===== config.mk =====
export PLATFORM = sky130hd
export DESIGN_NAME = matched_filter_controller
export DESIGN_NICKNAME = d
export VERILOG_FILES = /design/src/rtl/matched_filter_controller.sv
export SDC_FILE = /design/constraint.sdc
export NUM_CORES = 1
export LEC_CHECK = 0
export ABC_AREA = 1
export CAP_MARGIN = 25
export CORE_ASPECT_RATIO = 2
export CORE_UTILIZATION = 50
export CTS_BUF_LIST = sky130_fd_sc_hd__clkbuf_4 sky130_fd_sc_hd__clkbuf_8
export DETAILED_ROUTE_END_ITERATION = 10
export PLACE_DENSITY_LB_ADDON = 0.05
export REMOVE_ABC_BUFFERS = 1
export SYNTH_ARGS = -nofsm -noshare
export SYNTH_HDL_FRONTEND = slang
export SYNTH_SLANG_ARGS = --single-unit

===== constraint.sdc =====
create_clock -name clock -period 3.5 [get_ports clock]
set_input_delay 0.525 -clock clock [delete_from_list [all_inputs] [get_ports clock]]
set_output_delay 0.525 -clock clock [all_outputs]
set_load 0.01 [all_outputs]

===== src/rtl/matched_filter_controller.sv =====
// Run sequencer for the matched filter: coefficient load, sample stream, zero flush, drain, done.
// Sample accept is combinational on sampleValid (no penalty on stalls); mfOutputValid trails filterEnable by FILTER_LATENCY.
module matched_filter_controller #(
  parameter int COEFF_LENGTH     = 10000,
  parameter int DATA_LENGTH      = 330000,
  parameter int COEFF_ADDR_WIDTH = 14,
  parameter int DATA_ADDR_WIDTH  = 19,
  parameter int FILTER_LATENCY   = 3,
  parameter int OUT_COUNT_WIDTH  = 19
) (
  input  logic                        clock,
  input  logic                        reset,
  input  logic                        enable,
  output logic [COEFF_ADDR_WIDTH-1:0] coeffAddr,
  output logic                        coeffLoad,
  input  logic                        sampleValid,
  output logic                        sampleReady,
  output logic [DATA_ADDR_WIDTH-1:0]  dataAddr,
  output logic                        filterEnable,
  output logic                        zeroInput,
  output logic                        mfOutputValid,
  output logic [OUT_COUNT_WIDTH-1:0]  outputCount,
  output logic                        busy,
  output logic                        done
);

  typedef enum logic [2:0] {IDLE, LOAD_COEFF, STREAM, FLUSH, DRAIN, DONE} state_t;

  localparam logic [COEFF_ADDR_WIDTH-1:0] COEFF_LAST = COEFF_ADDR_WIDTH'(COEFF_LENGTH - 1);
  localparam logic [COEFF_ADDR_WIDTH-1:0] FLUSH_LAST = COEFF_ADDR_WIDTH'(COEFF_LENGTH - 2);
  localparam logic [DATA_ADDR_WIDTH-1:0]  DATA_LAST  = DATA_ADDR_WIDTH'(DATA_LENGTH - 1);
  localparam logic [FILTER_LATENCY-1:0]   PIPE_MSB   = FILTER_LATENCY'(1) << (FILTER_LATENCY - 1);

  state_t                        state, state_nxt;
  logic [COEFF_ADDR_WIDTH-1:0]   coeff_cnt, flush_cnt;
  logic [DATA_ADDR_WIDTH-1:0]    data_cnt;
  logic [OUT_COUNT_WIDTH-1:0]    out_cnt;
  logic [FILTER_LATENCY-1:0]     vld_pipe;
  logic                          accept;

  assign coeffAddr     = coeff_cnt;
  assign dataAddr      = data_cnt;
  assign outputCount   = out_cnt;
  assign mfOutputValid = vld_pipe[FILTER_LATENCY-1];

  always_ff @(posedge clock) begin
    if (reset) state <= IDLE;
    else       state <= state_nxt;
  end

  always_comb begin
    state_nxt    = state;
    coeffLoad    = 1'b0;
    sampleReady  = 1'b0;
    accept       = 1'b0;
    filterEnable = 1'b0;
    zeroInput    = 1'b0;
    busy         = 1'b0;
    done         = 1'b0;
    case (state)
      IDLE: begin
        if (enable) state_nxt = LOAD_COEFF;
      end
      LOAD_COEFF: begin
        busy      = 1'b1;
        coeffLoad = 1'b1;
        if (!enable)                 state_nxt = IDLE;
        else if (coeff_cnt == COEFF_LAST) state_nxt = STREAM;
      end
      STREAM: begin
        busy         = 1'b1;
        sampleReady  = 1'b1;
        accept       = sampleValid;
        filterEnable = accept;
        if (!enable)                              state_nxt = IDLE;
        else if (accept && data_cnt == DATA_LAST) state_nxt = FLUSH;
      end
      FLUSH: begin
        busy         = 1'b1;
        zeroInput    = 1'b1;
        filterEnable = 1'b1;
        if (!enable)                      state_nxt = IDLE;
        else if (flush_cnt == FLUSH_LAST) state_nxt = DRAIN;
      end
      DRAIN: begin
        busy = 1'b1;
        // Leave once the only remaining in-flight bit is the one emerging this cycle.
        if (!enable)                           state_nxt = IDLE;
        else if ((vld_pipe & ~PIPE_MSB) == '0) state_nxt = DONE;
      end
      DONE: begin
        done = 1'b1;
        if (!enable) state_nxt = IDLE;
      end
      default: state_nxt = IDLE;
    endcase
  end

  // Every entry into IDLE (reset, abort, end of run) leaves counters and pipeline clean.
  always_ff @(posedge clock) begin
    if (reset || state_nxt == IDLE) begin
      coeff_cnt <= '0;
      flush_cnt <= '0;
      data_cnt  <= '0;
      out_cnt   <= '0;
      vld_pipe  <= '0;
    end else begin
      if (state == LOAD_COEFF && coeff_cnt != COEFF_LAST) coeff_cnt <= coeff_cnt + 1'b1;
      if (state == FLUSH && flush_cnt != FLUSH_LAST)      flush_cnt <= flush_cnt + 1'b1;
      if (accept && data_cnt != DATA_LAST)                data_cnt  <= data_cnt + 1'b1;
      if (mfOutputValid)                                  out_cnt   <= out_cnt + 1'b1;
      vld_pipe <= FILTER_LATENCY'({vld_pipe, filterEnable});
    end
  end

endmodule


=== Word-level counts from Yosys, hierarchy flattened ===
Cells that the tools add are included.

* Input bits: 4
* Register bits after elaboration: 72
* Logic and storage cells: 48
* Output and inout port bits: 59

* Muxes and demuxes: 18
* Equal/unequal tests: 11
* Add/subtract/negate cells: 4
* Reductions and logical operators: 9

{| class="wikitable"
|+ Operators by type and width
! cell !! number
|-
| adder 19 x 1 -> 19 bit (second input constant) || 2
|-
| two-way mux 3 bit || 10
|-
| adder 14 x 1 -> 14 bit (second input constant) || 2
|-
| equality test 14 bit (second input constant) || 2
|-
| inequality test 14 bit (second input constant) || 2
|-
| equality test 19 bit (second input constant) || 1
|-
| inequality test 19 bit (second input constant) || 1
|-
| one-hot mux 3 bit (6 select lines) || 1
|-
| logical NOT 3 bit || 3
|-
| equality test 3 x 2 -> 1 bit (second input constant) || 2
|-
| equality test 3 bit (second input constant) || 2
|-
| two-way mux 1 bit || 6
|-
| logical AND 1 bit || 4
|-
| OR reduction 4 bit || 1
|-
| equality test 3 x 1 -> 1 bit (second input constant) || 1
|-
| one-hot mux 1 bit (2 select lines) || 1
|-
| logical OR 1 bit || 1
|}

=== Logic depth before layout (Yosys ltp) ===
* Word-level depth: 7
* Gate-level depth with buffers: 10
* Gate-level depth less buffers: 9

=== Worst setup path after synthesis ===
Ideal clock, no wire load.

* Path kind: register to register
* Start: register data_cnt[0] (netlist: dataAddr[0])
* End: register data_cnt[2] (netlist: dataAddr[2])
* Cell stages (with the launch flop): 10
* Setup slack: 1.738 ns
* Clock period less this slack: 1.762 ns
* Setup time: 0.117 ns
* Data arrival time: 1.645 ns
* Path through: dfxtp_1 > ha_1 > nand2_2 > nor2_4 > nand3_2 > nor2_1 > nor2_4 > buf_6 > a21oi_1 > nor2_1

* Word-level cells in the longest chain between the ends: 7
* Elaborated cells on any way between the ends: 10

{| class="wikitable"
|+ Ends and longest elaborated chain
! element !! RTL line !! text
|-
| start, declared || 36 || <nowiki>logic [DATA_ADDR_WIDTH-1:0] data_cnt;</nowiki>
|-
| start signal, assigned || 110 || <nowiki>if (accept && data_cnt != DATA_LAST) data_cnt <= data_cnt + 1'b1;</nowiki>
|-
| equality test 19 bit || 76 || <nowiki>else if (accept && data_cnt == DATA_LAST) state_nxt = FLUSH;</nowiki>
|-
| logical AND 1 bit || 76 ||
|-
| two-way mux 3 bit || 76 ||
|-
| two-way mux 3 bit || 75 || <nowiki>if (!enable) state_nxt = IDLE;</nowiki>
|-
| one-hot mux 3 bit (6 select lines) || 60 || <nowiki>case (state)</nowiki>
|-
| logical NOT 3 bit || 101 || <nowiki>if (reset || state_nxt == IDLE) begin</nowiki>
|-
| logical OR 1 bit || 101 ||
|}

Parallel ways exist; a longest one is shown, timed or not.
A chain may end at the register's enable or synchronous reset.

=== Worst setup path in the final report ===
* Start: input port sampleValid
* End: output port filterEnable

* Word-level cells in the longest chain between the ends: 1

{| class="wikitable"
|+ Ends and longest elaborated chain
! element !! RTL line !! text
|-
| start, declared || 16 || <nowiki>input logic sampleValid,</nowiki>
|-
| one-hot mux 1 bit (2 select lines) || 60 ||
|-
| end, declared || 19 || <nowiki>output logic filterEnable,</nowiki>
|}

No other way between the ends.

==> metrics <==
status=finished, final reports clean; GRT overflow=0; die height=129 um; r2r worst-path depth=7; Worst EP required=2.97 ns; total CTS buffers=9; power per cell area=311 nW/um^2; Comb pwr share=2.4%; switching fraction of total power=between 20% and 30%; RePlAce Congestion=0.904; via count=4072; Yosys reg bits=72; total track usage=approximately a quarter; die width=65.3 um; Clock power frac=approximately 43%; critical path class=input pin to output pin; wire per inst=12.6 um; overall routed net length=9770 um; Max Fclk=around 0.44 GHz; CP endpoint kind=output pin; Clock Path Buffers=2; DRT iter0 DRCs=between 150 and 200; share of cells above drive strength 1=4.09%; origin of the worst setup path=sampleValid; Setup crit end=filterEnable; core area=7660 sq um; FP Rows=45; router iterations before antenna repair=4; worst-skew pair later-pin latency=between 0.3 and 0.4 ns; synth-to-layout area growth=21.5%; Hold Fails Final Rpt=0; total of max-cap violations=0; Final min period=2.26 ns; clock skew=about 0.018 ns; period utilisation layout=approximately 64%; Worst path max stage delay=0.54 ns; largest net degree at the start of global routing=55; unrepaired setup endpoints after global routing=false; CTS Sinks=a little over 70; Crit Reg-Reg Endpoint=coeffAddr[2]$_SDFFE_PP0P_; reg2reg start=coeffAddr[0]$_SDFFE_PP0P_; ANT nets after route=0; NetSw=0.326 mW; PortBufs=62; CP Cell Sequence=clkdlybuf4s50_1 -> nand2_1 -> nand2_1 -> clkdlybuf4s50_1; Nets=689; IO Count=63; leakage power=1.60 nW; relative slew slack=between 30% and 40%; Synth cell types=26; H-tree depth=3; Detail Placement HPWL=7050 um; post-CTS setup buffers=0; CP Max Fanout=4; Slew Limit Fails=0; CTS Root Buffer Type=clkbuf_8; DR DRC count=0; Hold WS=0.422 ns; WP data arrival=1.73 ns; hold_buf cts=0; initial cell density of the core=52.3%; post-cts sizing count=0; clock transition at the registers of the reported paths=0.07 ns; Int Pwr=1.19 mW; setup_tns=0 ns; commonest cells after routing, fill and taps aside=nand2_1, nor2_1, dfxtp_1, clkdlybuf4s50_1, inv_1; register area share after synthesis=36.0%; Slowest cell on crit path=clkdlybuf4s50_1; startpoint class of the critical path=input pin; vias in the first global route=3798; Hold Crit Class=flip-flop to flip-flop; yosys warns=0; Cells after Synth=620; initial antenna violation count=0; sequential share of power=54.2%; most common cell after layout, fill and taps aside=nand2_1; final core utilization=63.5%; endpoints failing setup=0; Avg Inst Size Synth=between 6 and 7 sq um; Fillers=approximately 750; peak supply drop=343 uV; register-to-register setup slack=1.37 ns; vias per cell=5.23; measured slew at the worst slew-check pin=0.939 ns; global-route wire length before repair=16600 um; Die Area=8390 sq um; CTS tree=yes; Netlist Area Pre-Place=4000 sq um; ANT cells=0
-- worst min-delay path by stage --
| stage | from | endpoint | slack (ns) | depth (start not counted) |
|---|---|---|---|---|
| 2_1_floorplan | vld_pipe[0]$_SDFF_PP0_ | vld_pipe[1]$_SDFF_PP0_ | 0.41 | 2 |
| 6_report | vld_pipe[0]$_SDFF_PP0_ | vld_pipe[1]$_SDFF_PP0_ | 0.42 | 2 |
| 3_5_place_dp | vld_pipe[1]$_SDFF_PP0_ | vld_pipe[2]$_SDFF_PP0_ | 0.42 | 2 |
| 4_1_cts | vld_pipe[0]$_SDFF_PP0_ | vld_pipe[1]$_SDFF_PP0_ | 0.43 | 2 |
| 5_1_grt | vld_pipe[0]$_SDFF_PP0_ | vld_pipe[1]$_SDFF_PP0_ | 0.45 | 2 |
| 3_3_place_gp | vld_pipe[1]$_SDFF_PP0_ | vld_pipe[2]$_SDFF_PP0_ | 0.43 | 2 |
-- Yosys cell counts (all sizes together) --
library cell,instances,share of area (%)
a21oi,54,6.8
and2,1,0.16
buf,7,1.3
clkbuf,7,0.66
clkinv,1,0.094
dfxtp,72,36
ha,5,1.6
inv,57,5.3
nand2,205,19
nand3,37,4.7
nand3b,4,0.75
nand4,10,1.6
nor2,90,8.9
nor3,23,2.9
o21ai,8,1.3
xnor2,13,2.8
xor2,26,5.7
-- logic make-up (layout without fill, tap and decap cells) --
logic type | count (synthesis) | count (layout) | share of synthesized area, %
simple gates | 370 | 370 | 38.4
compound gates | 62 | 62 | 8.12
fa+ha+maj | 5 | 5 | 1.56
flops | 72 | 72 | 36.0
buf+inv | 72 | 136 | 7.41
xor+xnor | 39 | 39 | 8.53
-- layout make-up --
class	instances	area, sq um	area share (%)
clock buffers	12	153	3.14
clock inverters	3	42.5	0.874
inverters	58	218	4.47
well taps	94	118	2.42
repair buffers	63	628	12.9
multi-input cells	476	2270	46.6
flip-flops and latches	72	1440	29.6
-- worst max-delay path: cells and delay by family --
kind / cells / cell delay, ns
and+or+nand+nor: 2 / 0.21
buffers and inverters: 2 / 0.99
-- routing by layer --
| metal | vias up | part of all wire [%] | GRT usage [%] | wire (um) |
|---|---|---|---|---|
| li1 | 2079 | - | - | - |
| met1 | 1875 | 41 | 27.4 | 4030 |
| met2 | 93 | 53 | 45.1 | 5140 |
| met3 | 25 | 3.1 | 4.70 | 300 |
| met4 | 0 | 3.0 | 12.3 | 296 |
| met5 | - | 0 | 0 | 0 |
-- registers in the layout (all words and copies together) (netlist names) --
signal / cells
coeffAddr: 14
outputCount: 19
state: 3
dataAddr: 19
vld_pipe: 3
flush_cnt: 14
-- stage by stage --
step                total power, mW  worst slack, ns  std cells  area, sq um
finish                         1.52             1.24        778         4870
global placement              0.876             1.15        763         4670
global route                   1.57             1.08        778         4870
floorplan                     0.860             1.75        606         3930
detailed placement            0.876             1.05        763         4670
CTS                            1.54             1.22        778         4870
-- power groups by stage --
stage	logic (mW)	clock network (mW)	registers [mW]
final	0.0363	0.658	0.821
after global routing	0.0403	0.713	0.821
after CTS	0.0365	0.681	0.821
after detailed placement	0.0363	0	0.840
after global placement	0.0359	0	0.840
after floorplan	0.0200	0	0.840
Power figures use the tool's default switching activity.
